==> src/rtl/uart_tx_fifo.sv <==
`default_nettype none
// ============================================================================
// Module   : uart_tx_fifo
// Purpose  : Circular byte FIFO feeding an 8N1 transmitter via data/send/idle.
// Revision : 1.0
// ============================================================================
module uart_tx_fifo #(
  parameter int WIDTH = 8,
  parameter int DEPTH = 16
) (
  input  logic                     clock,
  input  logic                     reset,
  input  logic [WIDTH-1:0]         in_data,
  input  logic                     in_valid,
  output logic                     in_ready,
  input  logic                     flush,
  output logic [WIDTH-1:0]         tx_data,
  output logic                     tx_send,
  input  logic                     tx_idle,
  output logic [$clog2(DEPTH):0]   level,
  output logic                     empty,
  output logic                     full
);

  localparam int c_ptr_w = $clog2(DEPTH);
  localparam logic [c_ptr_w:0] c_full_lvl = (c_ptr_w + 1)'(DEPTH);

  typedef enum logic [1:0] {
    S_IDLE = 2'd0,
    S_SEND = 2'd1,
    S_BUSY = 2'd2
  } state_t;

  logic [WIDTH-1:0]   r_mem [DEPTH];
  logic [c_ptr_w-1:0] r_wr_ptr;
  logic [c_ptr_w-1:0] r_rd_ptr;
  logic [c_ptr_w:0]   r_level;
  state_t             r_state;
  state_t             w_state_nxt;
  logic [WIDTH-1:0]   r_tx_data;
  logic               r_tx_send;
  logic               w_empty;
  logic               w_full;
  logic               w_push;
  logic               w_pop;

  assign w_empty  = (r_level == '0);
  assign w_full   = (r_level == c_full_lvl);
  assign w_push   = in_valid & ~w_full & ~flush;
  assign w_pop    = (r_state == S_IDLE) & ~w_empty & tx_idle & ~flush;

  assign in_ready = ~w_full;
  assign empty    = w_empty;
  assign full     = w_full;
  assign level    = r_level;
  assign tx_data  = r_tx_data;
  assign tx_send  = r_tx_send;

  // Storage needs no reset; contents are only read behind a valid level.
  always_ff @(posedge clock) begin
    if (w_push) begin
      r_mem[r_wr_ptr] <= in_data;
    end
  end

  always_ff @(posedge clock or negedge reset) begin
    if (!reset) begin
      r_wr_ptr <= '0;
      r_rd_ptr <= '0;
      r_level  <= '0;
    end else if (flush) begin
      r_wr_ptr <= '0;
      r_rd_ptr <= '0;
      r_level  <= '0;
    end else begin
      if (w_push) begin
        r_wr_ptr <= r_wr_ptr + 1'b1;
      end
      if (w_pop) begin
        r_rd_ptr <= r_rd_ptr + 1'b1;
      end
      if (w_push && !w_pop) begin
        r_level <= r_level + 1'b1;
      end else if (w_pop && !w_push) begin
        r_level <= r_level - 1'b1;
      end
    end
  end

  always_ff @(posedge clock or negedge reset) begin
    if (!reset) begin
      r_state <= S_IDLE;
    end else begin
      r_state <= w_state_nxt;
    end
  end

  // A flush during S_BUSY must not abort the character already on the line.
  always_comb begin
    w_state_nxt = r_state;
    case (r_state)
      S_IDLE: begin
        if (w_pop) begin
          w_state_nxt = S_SEND;
        end
      end
      S_SEND: begin
        if (flush) begin
          w_state_nxt = S_IDLE;
        end else if (tx_idle) begin
          w_state_nxt = S_BUSY;
        end
      end
      S_BUSY: begin
        if (tx_idle) begin
          w_state_nxt = S_IDLE;
        end
      end
      default: w_state_nxt = S_IDLE;
    endcase
  end

  always_ff @(posedge clock or negedge reset) begin
    if (!reset) begin
      r_tx_send <= 1'b0;
      r_tx_data <= '0;
    end else begin
      r_tx_send <= (w_state_nxt == S_SEND);
      if (w_pop) begin
        r_tx_data <= r_mem[r_rd_ptr];
      end
    end
  end

endmodule
`default_nettype wire

==> config.mk <==
export PLATFORM = sky130hd
export DESIGN_NAME = uart_tx_fifo
export DESIGN_NICKNAME = d
export VERILOG_FILES = /design/src/rtl/uart_tx_fifo.sv
export SDC_FILE = /design/constraint.sdc
export NUM_CORES = 1
export LEC_CHECK = 0
export ABC_AREA = 1
export CORE_MARGIN = 4
export CORE_UTILIZATION = 52
export DETAILED_ROUTE_END_ITERATION = 6
export PLACE_DENSITY = 0.73
export SLEW_MARGIN = 5
export SYNTH_ARGS = -nofsm -noshare
export SYNTH_HDL_FRONTEND = slang
export SYNTH_SLANG_ARGS = --single-unit
==> constraint.sdc <==
create_clock -name clock -period 1.9 [get_ports clock]
set_clock_uncertainty 0.1 [all_clocks]
set_input_delay 0.38 -clock clock [delete_from_list [all_inputs] [get_ports clock]]
set_output_delay 0.38 -clock clock [all_outputs]
set_load 0.1 [all_outputs]
==> results_dict.tcl <==
set metrics [dict create \
    clkTransAtPathRegs_ns 0.06 \
    ios 30 \
    tritoncts "done" \
    yosysSeqAreaShare_pct 67.32 \
    synth_nets 658 \
    dieArea_um2 14560 \
    finalPower_mw 12.22 \
    die_w_um 120.7 \
    period_share_pct 109.2 \
    overflow 0 \
    p_leak_nw 3.483 \
    syn_to_final_growth_pct 31.27 \
    drc 0 \
    worst_hold_slack_ns 0.2353 \
    drt-initial-drc-count 486 \
    violations "negative setup slack" \
    ys.flop_type "edfxtp_1" \
    cts_made_buffers 17 \
    critPathKind "flip-flop to primary output" \
    start_kind "flip-flop" \
    dpl_worst_slack_ns -0.5199 \
    r2r_cells 16 \
    start_util_pct 54.06 \
    ys_warn_count 0 \
    ant_nets 0 \
    layout.cells.most_common_list "nand2_1, edfxtp_1, nand3_1" \
    postRouteWirelength_mm 15.28 \
    utilization_pct 70.96 \
    tightest_slew_ns 0.6352 \
    setup_violations 16 \
    ys_ff_latch 152 \
    power.density_nw_per_um2 1410 \
    die_y_um 120.7 \
    grt_pass1_wl_mm 24.34 \
    antenna_found_initial 0 \
    wl_per_cell_um 17.00 \
    cp.arrival_ns 1.60 \
    rows 40 \
    stdcell_count 899 \
    hpwl_mm 9.865 \
    clkSinkCount 152 \
    hold_viol 0 \
    min_period_ns 2.075 \
    diodes 0 \
    clockBufferDepth 2 \
    viasPerCell 5.395 \
    syn_area_um2 6601 \
    nets 742 \
    place.gp.congestion 0.8890 \
    relSlewSlack_pct 57.52 \
    vias 4850 \
    cts-htree-levels 4 \
    clk_latency_ns 0.42 \
    layout_commonest_cell "nand2_1" \
    hp-class "input port to asynchronous set/reset pin" \
    grt_max_degree 65 \
    maxCapViolCount 0 \
    grt_pass1_vias 4726 \
    ir_drop_uv 847.8 \
    drive_above_1_share_pct 23.12 \
    status "complete, but fails checks" \
    postCtsHoldBufs 0 \
    async_flop_share_pct 15.79 \
    finalMaxSlewViolations 0 \
    coreArea_um2 12210 \
    synthDistinctLibCells 29 \
    grtUsageTotal_pct 22.02 \
    worstSetupEndpointType "primary output" \
    cts_root_buffer "clkbuf_16" \
    worstPathMaxFanout 3 \
    synth_cells 635 \
    setup_ws_ns -0.1750 \
    place_inst 858 \
    fmax_mhz 481.9 \
    rsz0062_at_grt "yes" \
    dr.pass1.iters 7 \
    io_buffers 29 \
    worstPathRequired_ns 1.42 \
    synth.avg_cell_area_um2 10.40 \
    synth_edf_count 128 \
]
power by group:
| part | switching [mW] | internal [mW] |
|---|---|---|
| clock network | 1.29 | 2.32 |
| registers | 0.197 | 3.84 |
| logic | 2.90 | 1.67 |
| total | 4.39 | 7.83 |
layer usage:
layer,vias up,part of all wire (%),GRT usage [%]
met3,29,7.8,6.314
li1,2288,-,-
met2,228,49,34.30
met5,-,0,0
met4,0,2.1,7.790
met1,2305,41,29.78
kinds of logic after synthesis:
family | count (synthesis) | synth area share [%]
buf+inv | 63 | 4.511
xor+xnor | 2 | 0.2654
simple gates | 376 | 23.24
flops | 152 | 67.32
fa+ha+maj | 10 | 2.009
compound gates | 32 | 2.654
worst paths after layout:
kind | to | slack (ns) | start
worst min register to register | r_state[1] | 0.43 | r_state[0]
max in group asynchronous | level[4] | 1.19 | reset
worst max-delay path | full | -0.18 | level[2]
min in group clock | r_state[1] | 0.43 | r_state[0]
worst max register to register | level[4] | -0.13 | level[2]
worst min-delay path | r_state[1] | 0.24 | reset
worst max-delay path, cell delays in order (launching register included):
cell,delay [ns]
dfrtp_4,0.49
nor2_4,0.13
buf_6,0.11
nand3_4,0.09
buf_6,0.15
inv_4,0.05
buf_12,0.16
state kept, by name, indices dropped and copies added, names as in the netlist:
register  flops
r_mem       128
tx_data       8
level         5
r_rd_ptr      4
r_wr_ptr      4
r_state       2
tx_send       1
stage by stage:
stage	instance area (um2)	TNS [ns]
2_1_floorplan	6788	-31.30
3_3_place_gp	7720	-27.89
3_5_place_dp	7720	-31.22
4_1_cts	8443	-0.8310
5_1_grt	8666	-5.739
6_report	8666	-1.000
synthesized netlist by cell type, types with 2 or more instances:
master	count	area share, %
nor2_1	48	2.7
xor2_1	2	0.27
nand3_1	70	5.3
o21ai_0	12	0.91
dfrtp_1	24	9.1
buf_2	10	0.76
buf_1	2	0.11
o21ai_1	11	0.83
nor3_1	6	0.45
inv_2	6	0.34
clkinv_1	2	0.11
edfxtp_1	128	58
nand2_1	244	14
buf_6	2	0.34
o31ai_1	2	0.23
inv_1	28	1.6
nand2_2	4	0.38
clkbuf_1	4	0.23
ha_1	9	1.7
a21oi_1	4	0.30
buf_4	9	1.0
final cells by class:
| type | instances | area [um2] |
|---|---|---|
| fill | 837 | 3546 |
| timing repair buffer | 92 | 997.2 |
| sequential | 152 | 4464 |
| inverter | 36 | 156.4 |
| clock inverter | 13 | 201.4 |
| tap | 168 | 210.2 |
| clock buffer | 18 | 429.2 |
| multi-input combinational | 420 | 2207 |
repair_timing:
| action | 4_1_cts | 5_1_grt |
|---|---|---|
| buffers inserted | 2 | 10 |
| resized for setup | 15 | 33 |
| pin swaps | 5 | 12 |
| hold endpoints to repair | 0 | 0 |
| endpoints found under the setup margin | 14 | 136 |
| gates cloned | 0 | 0 |
Note: power is estimated with default switching activity, not from simulation.
